## src/rtl/uart_pkg.sv

```systemverilog
// Types and link parameters shared by the uart_tx / uart_rx pair.
package uart_pkg;

  localparam int UART_CLK_HZ    = 25_000_000;
  localparam int UART_BAUD_RATE = 9600;
  localparam int UART_DATA_BITS = 9;

  typedef enum logic [1:0] {
    IDLE,
    START,
    DATA,
    STOP
  } uart_tx_state_t;

endpackage

```

## src/rtl/uart_tx_baud_gen.sv

```systemverilog
// Bit-period timer for uart_tx: ticks once every DIVISOR clocks while enabled.
module uart_tx_baud_gen #(
  parameter int DIVISOR = 2604
) (
  input  logic clock,
  input  logic reset_n,
  input  logic enable,
  output logic tick
);

  localparam int CW = (DIVISOR > 2) ? $clog2(DIVISOR) : 1;

  logic [CW-1:0] count_q, count_d;

  always_comb begin
    tick    = enable && (count_q == CW'(DIVISOR - 1));
    count_d = '0;
    if (enable && !tick) count_d = count_q + 1'b1;
  end

  always_ff @(posedge clock or negedge reset_n) begin
    if (!reset_n) count_q <= '0;
    else          count_q <= count_d;
  end

endmodule

```

## src/rtl/uart_tx.sv

```systemverilog
// UART transmitter: start bit, DATA_BITS data bits MSB first, stop bit, no parity.
// A one-word holding register lets the next frame start straight out of STOP.
//
// state | meaning
// IDLE  | line high, waiting for a held word
// START | driving the start bit (low)
// DATA  | shifting data bits out, MSB first
// STOP  | driving the stop bit (high)
module uart_tx
  import uart_pkg::*;
#(
  parameter int CLK_HZ    = UART_CLK_HZ,
  parameter int BAUD_RATE = UART_BAUD_RATE,
  parameter int DATA_BITS = UART_DATA_BITS
) (
  input  logic                 clock,
  input  logic                 reset_n,
  input  logic [DATA_BITS-1:0] data,
  input  logic                 send,
  output logic                 ready,
  output logic                 busy,
  output logic                 tx
);

  localparam int DIVISOR = CLK_HZ / BAUD_RATE;
  localparam int BCW     = (DATA_BITS > 1) ? $clog2(DATA_BITS) : 1;

  if (DIVISOR < 2) begin : g_bad_divisor
    $error("uart_tx: CLK_HZ / BAUD_RATE must be at least 2");
  end

  uart_tx_state_t       state_q, state_d;
  logic [DATA_BITS-1:0] shift_q, shift_d;
  logic [DATA_BITS-1:0] hold_q, hold_d;
  logic                 hold_valid_q, hold_valid_d;
  logic [BCW-1:0]       bit_cnt_q, bit_cnt_d;
  logic                 tx_q, tx_d;
  logic                 bit_tick, accept, load;

  uart_tx_baud_gen #(.DIVISOR(DIVISOR)) u_baud_gen (
    .clock   (clock),
    .reset_n (reset_n),
    .enable  (state_q != IDLE),
    .tick    (bit_tick)
  );

  // A drain only happens while hold_valid_q is set, so it never meets an accept.
  assign accept = send && !hold_valid_q;
  assign load   = hold_valid_q && ((state_q == IDLE) || ((state_q == STOP) && bit_tick));

  always_comb begin
    state_d      = state_q;
    shift_d      = shift_q;
    hold_d       = hold_q;
    hold_valid_d = hold_valid_q;
    bit_cnt_d    = bit_cnt_q;
    tx_d         = tx_q;

    if (accept) begin
      hold_d       = data;
      hold_valid_d = 1'b1;
    end

    if (load) begin
      state_d      = START;
      shift_d      = hold_q;
      hold_valid_d = 1'b0;
      tx_d         = 1'b0;
    end else begin
      case (state_q)
        START: if (bit_tick) begin
          state_d   = DATA;
          tx_d      = shift_q[DATA_BITS-1];
          bit_cnt_d = '0;
        end
        DATA: if (bit_tick) begin
          if (bit_cnt_q == BCW'(DATA_BITS - 1)) begin
            state_d = STOP;
            tx_d    = 1'b1;
          end else begin
            shift_d   = shift_q << 1;
            tx_d      = shift_d[DATA_BITS-1];
            bit_cnt_d = bit_cnt_q + 1'b1;
          end
        end
        STOP: if (bit_tick) begin
          state_d = IDLE;
          tx_d    = 1'b1;
        end
        default: ;
      endcase
    end
  end

  always_ff @(posedge clock or negedge reset_n) begin
    if (!reset_n) begin
      state_q      <= IDLE;
      shift_q      <= '0;
      hold_q       <= '0;
      hold_valid_q <= 1'b0;
      bit_cnt_q    <= '0;
      tx_q         <= 1'b1;
    end else begin
      state_q      <= state_d;
      shift_q      <= shift_d;
      hold_q       <= hold_d;
      hold_valid_q <= hold_valid_d;
      bit_cnt_q    <= bit_cnt_d;
      tx_q         <= tx_d;
    end
  end

  assign ready = !hold_valid_q;
  assign busy  = (state_q != IDLE) || hold_valid_q;
  assign tx    = tx_q;

endmodule

```

## config.mk

```make
export PLATFORM = sky130hd
export DESIGN_NAME = uart_tx
export DESIGN_NICKNAME = d
export VERILOG_FILES = /design/src/rtl/uart_pkg.sv /design/src/rtl/uart_tx_baud_gen.sv /design/src/rtl/uart_tx.sv
export SDC_FILE = /design/constraint.sdc
export NUM_CORES = 1
export LEC_CHECK = 0
export ABC_AREA = 1
export BUFFER_PORTS_ARGS = -buffer_cell sky130_fd_sc_hd__buf_4
export CAP_MARGIN = 0
export CORE_UTILIZATION = 40
export DETAILED_ROUTE_END_ITERATION = 16
export GPL_TIMING_DRIVEN = 0
export SKIP_LAST_GASP = 1
export SYNTH_ARGS = -nofsm -noshare
export SYNTH_HDL_FRONTEND = slang
export SYNTH_SLANG_ARGS = --single-unit
```

## constraint.sdc

```tcl
create_clock -name clock -period 5.05 [get_ports clock]
set_clock_uncertainty 0.15 [all_clocks]
set_input_delay 0 -clock clock [delete_from_list [all_inputs] [get_ports clock]]
set_output_delay 0 -clock clock [all_outputs]
set_load 0.1 [all_outputs]
```

==> results of run 1 <==
==> final timing paths <==
path / endpoint / slack, ns / cells past startpoint
hold reg to reg: u_baud_gen.count_q[0] / 0.31 / 1
hold / removal: u_baud_gen.count_q[6] / 0.06 / 2
setup / recovery: shift_q[2] / 3.08 / 8
min in group clock: u_baud_gen.count_q[0] / 0.31 / 1
max in group asynchronous: tx / 4.33 / 2
setup reg to reg: shift_q[2] / 3.08 / 8
==> timing repair <==
item | CTS | global route
hold endpoints to repair | 48 | 0
setup endpoints to repair | 0 | 0
hold buffers | 11 | 0
==> routing by layer <==
layer / vias to the layer above / track usage / routed length (um)
met1: 730 / 0.211 / 1860
met3: 5 / 0.0370 / 99
met4: 0 / 0.0577 / 46
met5: - / 0 / 0
met2: 15 / 0.297 / 1790
li1: 847 / - / -
==> synthesized netlist by cell type, types with 2 or more instances <==
master	n
sky130_fd_sc_hd__mux2_2	3
sky130_fd_sc_hd__nor3b_1	4
sky130_fd_sc_hd__o21ai_0	8
sky130_fd_sc_hd__nand2_1	67
sky130_fd_sc_hd__nand3_1	12
sky130_fd_sc_hd__nor2_2	2
sky130_fd_sc_hd__nand2_4	3
sky130_fd_sc_hd__nor3_1	5
sky130_fd_sc_hd__inv_1	34
sky130_fd_sc_hd__or2_2	2
sky130_fd_sc_hd__nand4_1	4
sky130_fd_sc_hd__ha_1	9
sky130_fd_sc_hd__nor2_1	20
sky130_fd_sc_hd__o21ai_1	6
sky130_fd_sc_hd__dfrtp_1	37
sky130_fd_sc_hd__a21oi_1	12
==> cell families (layout without fill, tap and decap cells) <==
| kind of cell | after synthesis | in the layout | synth area share |
|---|---|---|---|
| AOI/OAI and AO/OA | 33 | 33 | 0.101 |
| xor gates and xnor gates | 2 | 2 | 0.00854 |
| and+or+nand+nor | 122 | 122 | 0.267 |
| adders and majority gates | 9 | 9 | 0.0549 |
| DFF | 38 | 38 | 0.464 |
| buffers and inverters | 40 | 73 | 0.0879 |
| muxes | 3 | 3 | 0.0165 |
==> registers in the layout, indices dropped and copies added (netlist names) <==
signal,cells
tx,1
shift_q,9
bit_cnt_q,4
hold_valid_q,1
u_baud_gen.count_q,12
state_q,2
hold_q,9
==> through the flow <==
| stage | utilization | setup WS (ns) | total power [W] | cells |
|---|---|---|---|---|
| global route | 0.511 | 2.91 | 0.00146 | 347 |
| finish | 0.511 | 3.08 | 0.00134 | 347 |
| floorplan | - | 2.17 | 0.000952 | 247 |
| global placement | 0.465 | 3.10 | 0.00108 | 328 |
| detailed placement | 0.465 | 3.08 | 0.00109 | 328 |
| CTS | 0.511 | 3.05 | 0.00136 | 347 |
==> area by class of cell <==
cell class	count	area, um2	area share
flip-flops and latches	38	952	0.386
multi-input cells	169	918	0.373
repair buffers	25	215	0.0874
inverters	36	138	0.0559
well taps	67	83.8	0.0340
clock buffers	5	68.8	0.0279
clock inverters	3	45.0	0.0183
plain buffers	4	42.5	0.0173
==> critical path: cells and delay by family, from the launching register on <==
family / cells / cell delay, ns
buf+inv: 3 / 0.40
fa+ha+maj: 1 / 0.22
flops: 1 / 0.44
compound gates: 2 / 0.51
simple gates: 2 / 0.13
==> power by group through the flow <==
stage	logic, W	clock network (W)	registers [W]
after floorplan	0.000488	0	0.000465
after detailed placement	0.000634	0	0.000451
after global routing	0.000720	0.000283	0.000459
final	0.000633	0.000263	0.000444
after global placement	0.000628	0	0.000450
after CTS	0.000643	0.000270	0.000445
==> summary.md, run 1 <==
The H-tree was split into 2 levels. The tools report the largest net degree at the start of global routing as 39. The number of gates given a new drive strength after cts is 0. The top cell type's share of synthesized area is 0.451, and the DRC violation total after the first TritonRoute iteration is 55. Synthesis produced a netlist whose cell count is 247. The number of diodes was 0; the sequential fraction of design power was 0.331. Setup violations remaining at the end of the flow were counted as 0. In this run the power density over the cells is 544 nW/um2. For this run, the slowest stage of the critical path takes 0.44 ns. Number of I/O port buffers: 14. Number of buffers added by the clock tree synthesis step: 5. The count of buffers added by post-CTS timing repair for setup came out at 0. The detailed router placed 1597 vias in this run.

In this run the cell area of the synthesized design comes to 2050 um2. Data on the critical path arrives at its endpoint at 2.00 ns. The number of max-cap violations is 0. The relative slew slack is 0.671.

The async set-or-reset flop fraction in the synthesized netlist was 1.00. The synthesis-stage register bit count works out to 38. The clock reaches the later pin of the worst-skew pair after 0.29 ns.

The cell area after placement was 2240 um2; the shortest clock period the worst path allows after layout was 1.97 ns. The routability congestion estimate came out at 0.735. The critical path goes through inv_1 -> ha_1 -> inv_1 -> a21oi_4 -> o211ai_4 -> inv_4 -> nand2_1 -> nand2_1. The number of detailed-routing iterations run before antenna repair came out at 4.

The launching element of the worst setup path was state_q[0]. During synthesis, Yosys emitted a total of 0 warnings. The flow ran to the end, and the final reports show no timing, DRC or antenna violations. The final layout contains routed wiring with a total length of 3.80 mm. The synthesized netlist contains 35 unique library cells. The run gives 1624 as the number of global-route vias before repair.

The slew at the pin with the worst max-slew slack works out to 0.493 ns. The peak clock frequency supported by timing is 508 MHz. The longest clock path from root to sink contains 2 buffers. For this run, design rule violations remaining after detail routing come to 0.

Max-slew violation count: 0. The switching part of the total power came out at 0.428. Leaving out fill and tap cells, the most frequent cell in the layout is sky130_fd_sc_hd__nand2_1. Launch instance of the worst register-to-register path: state_q[0].

Critical path's slowest cell: sky130_fd_sc_hd__dfrtp_1. The initial cell density of the core came out at 0.426. During I/O placement, the number of pins put on the boundary was 15.

The number of antenna violations at the first check in global routing is 0, and the post-synthesis to final-layout area growth is 20.1%. The number of hold violations in the final report came out at 0. The number of nets in the synthesized netlist is 268. The die covers 5420 um2. Global-route wire length before repair: 7.02 mm.

The final critical-path share of the clock period works out to 0.389. The register area share after synthesis is 0.464, and the post-detailed-route via-to-cell ratio is 4.60. TritonCTS built the clock tree. In this run the horizontal extent of the chip is 73.6 um. The kind of path behind the tightest hold check is in -> async.

The cell row count was 25. The wire-length estimate of the detail-placed layout is 2.68 mm. The tools report the combinational share of power as 0.472.

The fraction of layout instances using a drive strength above 1 came out at 0.154. The core region is 4820 um2. In this run the power spent charging and discharging nets is 0.000574 W. The run gives 0.196 as the fraction of power consumed by the clock network. After global routing the overflow that remains totals 0.

The largest total area in the synthesized netlist belongs to sky130_fd_sc_hd__dfrtp_1. After synthesis, the cell types taking the most area are sky130_fd_sc_hd__dfrtp_1 (45%), sky130_fd_sc_hd__nand2_1 (12%), sky130_fd_sc_hd__inv_1 (6.2%). The TritonCTS sink count came out at 38. In this run the remaining antenna-violating nets after routing total 0.

The tree is rooted in a sky130_fd_sc_hd__clkbuf_8. The worst setup path is captured at a register. The worst hold margin is 0.0624 ns.

In this run the static leakage power is 1.22 nW. The floorplan step set the die height to 73.6 um. The worst setup path is launched from a register.

Across the VDD grid, the largest voltage drop is 0.290 mV. The total routing resource utilization after global routing is 0.171. Setup repair after global routing left no endpoint under its margin. The post-route setup TNS is 0 ns, and the internal power is 0.000766 W. The synthesized design contains 0 enable-type register cells. The final net count was 300. The most used flip-flop cell after synthesis was sky130_fd_sc_hd__dfrtp_1.

Type of the worst setup path: reg -> reg. The library cells used most frequently in the layout, excluding fill and tap cells, are sky130_fd_sc_hd__nand2_1 (67), sky130_fd_sc_hd__dfrtp_1 (37), sky130_fd_sc_hd__inv_1 (34), sky130_fd_sc_hd__nor2_1 (20), sky130_fd_sc_hd__buf_4 (15). The largest fanout on the critical path was 10; the endpoint required time on the critical path was 5.08 ns. The clock slew seen by the registers of the worst setup and hold paths was 0.08 ns. The final design instance area without fill was 2460 um2; the average cell area after synthesis was 8.30 um2. The filler cells instantiated in the layout total 501. After detailed routing, the average wire length per cell comes to 10.9 um.
No activity file was read; power rests on OpenSTA's default activity.
==> inputs of run 2 (changes only) <==
--- a/config.mk
+++ b/config.mk
@@ -5,7 +5,7 @@
 export SDC_FILE = /design/constraint.sdc
 export NUM_CORES = 1
 export LEC_CHECK = 0
-export ABC_AREA = 1
+export ABC_AREA = 0
 export BUFFER_PORTS_ARGS = -buffer_cell sky130_fd_sc_hd__buf_4
 export CAP_MARGIN = 0
 export CORE_UTILIZATION = 40
==> constraint.sdc (replaced) <==
create_clock -name clock -period 1.8 [get_ports clock]
set_clock_uncertainty 0.15 [all_clocks]
set_input_delay 0 -clock clock [delete_from_list [all_inputs] [get_ports clock]]
set_output_delay 0 -clock clock [all_outputs]
set_load 0.1 [all_outputs]
==> summary.md, run 2 <==
In this run the number of H-tree levels came out at 2. The biggest area consumer among synthesized cells is sky130_fd_sc_hd__dfrtp_1. For the final design instance area without fill, the log shows 2870 um2. The count of nets left with antenna violations once routing finished came out at 0. By startpoint and endpoint, the worst setup path is classified as reg -> reg. The first global-routing pass estimated 7.42 mm of wire.

The number of global-route vias before repair was 1584; the max-slew violation count was 0. In this run the vertical extent of the chip is 73.1 um. The HPWL after detailed placement is 2.89 mm, and the power density over cell area is 1580 nW/um2. The min-delay analysis places its worst path in the category in -> async.

The kind of launch point of the worst setup path is a register. The launch instance of the worst register-to-register path is u_baud_gen.count_q[10]. Total vias in the final route: 1604. The logs give 5 for the number of buffers added by the clock tree synthesis step and 2.06 ns for the critical path data arrival time. The async set-or-reset flop fraction in the synthesized netlist is 1.00, and the average cell area after synthesis is 11.0 um2. Sorting the synthesized cells by how often they occur yields sky130_fd_sc_hd__dfrtp_1 (37), sky130_fd_sc_hd__nor2_1 (16), sky130_fd_sc_hd__inv_1 (11). Setup violations remaining at the end of the flow were counted as 27. The flip-flop count of the largest register, all copies and words added was 12. The run gives -0.25 ns as the register-to-register setup slack. The final critical-path share of the clock period was 1.14.

After clock tree synthesis, the clock-pin slew on the worst setup and hold paths is 0.08 ns. For the number of hold violations in the final report, the log shows 0. The run gives 0 as the number of antenna violations at the first check in global routing. The checks that failed: negative setup slack. The logs give -0.247 ns for the final critical-path setup slack and 5340 um2 for the overall die area. The number of I/O port buffers works out to 14.

The run gives 68 as the DRC violation total after the first TritonRoute iteration. TritonCTS built the clock tree. The largest registers in the layout are u_baud_gen.count_q: 12 flops, hold_q: 9 flops, shift_q: 9 flops.

In the final layout, the multi-input gates occupy 1200 um2. After detailed routing, the total wire length is 4.57 mm. Yosys mapped a number of flops with a built-in enable equal to 0. The tools report the total routing resource utilization after global routing as 0.184. After synthesis the netlist holds a flip-flop and latch count of 38. The library cells used most frequently in the layout, excluding fill and tap cells, are sky130_fd_sc_hd__buf_4 (38), sky130_fd_sc_hd__dfrtp_1 (33), sky130_fd_sc_hd__nor2_1 (15), sky130_fd_sc_hd__dlygate4sd3_1 (11), sky130_fd_sc_hd__inv_1 (9).

The relative slew slack is 0.672, and the register area share after synthesis is 0.471. The initial cell density of the core is 0.422. For this run, design rule violations remaining after detail routing come to 0. Subtracting the final worst setup slack from the clock period gives 2.05 ns. Setup repair after global routing could not meet its margin everywhere. The pre-antenna-repair detailed-routing pass consisted of 4 iterations. In this run the cell area measured after placement is 2290 um2. The count of cell types in the netlist was 45; the post-route setup TNS was -4.08 ns.

The die is 73.1 um wide. The tools report the number of top-level pins as 15. The total area inside the core boundary comes to 4790 um2. The synthesized instance count is 183, and the post-detailed-route via-to-cell ratio is 5.19. The tools report the cell row count as 25.

The logs give 204 for the post-synth net total and 38 for the TritonCTS sink count. Static timing analysis puts the maximum clock frequency at 489 MHz. The run finished, with violations left.

Number of max-cap violations: 0. The library cell used most frequently in the layout, excluding fill and tap cells, is sky130_fd_sc_hd__buf_4. In the post-synthesis netlist, the biggest area contributors are sky130_fd_sc_hd__dfrtp_1 (46%), sky130_fd_sc_hd__ha_1 (5.6%), sky130_fd_sc_hd__mux2_2 (4.5%). The top cell type's share of synthesized area was 0.458; the largest fanout on the critical path was 6. The number of fill cells is 404, and the number of diodes is 0. Entering global routing, the biggest net connects 39 pins. The synthesized netlist occupies a cell area of 2020 um2.

The endpoint identified for the worst register-to-register timing path is shift_q[1]. For the worst vdd rail ir drop, the log shows 0.808 mV. The maximum buffer depth of the clock tree was 2; the post-synthesis to final-layout area growth was 42.0%. The kind of end point of the critical path is a register. Endpoint required time on the critical path: 1.82 ns. At the end of the flow, the number of nets in the layout was 262.

u_baud_gen.count_q holds more flip-flops than any other register. The average routed wire per standard cell was 14.8 um; the fraction of layout instances using a drive strength above 1 was 0.405. By instance count, the leading cell after synthesis is sky130_fd_sc_hd__dfrtp_1. At the pin with the least slew margin, the transition time is 0.492 ns. The sequential cells in the finished layout cover a total of 957 um2. The tools report the clock root buffer as sky130_fd_sc_hd__clkbuf_8. Routability-driven placement finished with a final weighted congestion of 0.812. The depth of the most critical reg-to-reg path is 5, and the sum of overflow across all layers after global routing is 0.

Clock latency on the worst-skew pair, taken at its later pin, is 0.29 ns. The most used flip-flop cell after synthesis was sky130_fd_sc_hd__dfrtp_1. For this run, the number of Yosys warnings is 0. For this design the static power due to leakage is 1.28 nW.
==> run 2: changes by cell type after synthesis, moves of 5 or more <==
cell                        previous run  this run
sky130_fd_sc_hd__a21oi_1              12         1
sky130_fd_sc_hd__a2bb2oi_1             0         9
sky130_fd_sc_hd__inv_1                34        11
sky130_fd_sc_hd__mux2_2                3         8
sky130_fd_sc_hd__mux2i_1               0         8
sky130_fd_sc_hd__nand2_1              67         7
sky130_fd_sc_hd__o21ai_1               6         0
sky130_fd_sc_hd__or3_1                 0         6
sky130_fd_sc_hd__xor2_1                1         6
==> run 2: report_power, final <==
| group | internal, W | switching (W) |
|---|---|---|
| sequential | 0.00117 | 0.000215 |
| combinational | 0.00128 | 0.00125 |
| clock | 0.000308 | 0.000303 |
| total | 0.00276 | 0.00177 |
==> run 2: worst max path at each step <==
stage / to / slack [ns] / depth (start not counted) / startpoint
2_1_floorplan: shift_q[1] / -0.13 / 4 / u_baud_gen.count_q[2]
3_5_place_dp: shift_q[2] / -0.47 / 5 / state_q[0]
3_3_place_gp: shift_q[5] / -0.40 / 5 / state_q[1]
5_1_grt: shift_q[1] / -0.29 / 5 / u_baud_gen.count_q[10]
6_report: shift_q[1] / -0.25 / 5 / u_baud_gen.count_q[10]
4_1_cts: shift_q[1] / -0.26 / 5 / u_baud_gen.count_q[2]
==> run 2: cell families after synthesis <==
| family | share of synthesized area |
|---|---|
| multiplexers | 0.0842 |
| adder cells (fa/ha/maj) | 0.0557 |
| AO/OA/AOI/OAI | 0.147 |
| XOR/XNOR | 0.0433 |
| flip-flops | 0.471 |
| AND/OR/NAND/NOR | 0.162 |
| buffers and inverters | 0.0365 |
==> run 2: final cells by class <==
| class | instances | area share |
|---|---|---|
| Timing Repair Buffer | 51 | 0.151 |
| Sequential cell | 38 | 0.334 |
| Buffer | 5 | 0.0201 |
| Multi-Input combinational cell | 129 | 0.417 |
| Inverter | 11 | 0.0153 |
| Clock inverter | 2 | 0.00436 |
| Clock buffer | 6 | 0.0288 |
| Tap cell | 67 | 0.0292 |
==> run 2: metal layers <==
metal | track usage | wire length [um] | share of wire | vias to the layer above
li1 | - | - | - | 784
met1 | 0.237 | 2150 | 0.47 | 794
met2 | 0.315 | 2290 | 0.50 | 24
met3 | 0.0331 | 108 | 0.024 | 2
met4 | 0.0523 | 26 | 0.0057 | 0
met5 | 0 | 0 | 0 | -
==> run 2: through the flow <==
stage | util | worst slack [ns] | hold WS (ns) | instances | total power [W]
4_1_cts | 0.579 | -0.256 | 0.0901 | 302 | 0.00437
3_3_place_gp | 0.478 | -0.402 | -0.153 | 264 | 0.00315
3_5_place_dp | 0.478 | -0.465 | -0.149 | 264 | 0.00321
5_1_grt | 0.599 | -0.294 | 0.111 | 309 | 0.00482
2_1_floorplan | - | -0.130 | -0.446 | 183 | 0.00282
6_report | 0.599 | -0.247 | 0.0624 | 309 | 0.00453
==> run 2: critical path, stage by stage (launching register included) <==
cell,delay (ns)
sky130_fd_sc_hd__dfrtp_1,0.40
sky130_fd_sc_hd__or3b_4,0.43
sky130_fd_sc_hd__o41a_4,0.53
sky130_fd_sc_hd__buf_8,0.17
sky130_fd_sc_hd__mux2i_1,0.16
sky130_fd_sc_hd__a2bb2oi_1,0.08
==> run 2: repair_timing <==
item / CTS / global route
hold buffers: 11 / 0
gates resized for setup: 28 / 11
setup buffers: 16 / 8
endpoints found under the setup margin: 27 / 36
cloned: 3 / 0
pin swaps: 12 / 9
hold endpoints to repair: 48 / 0
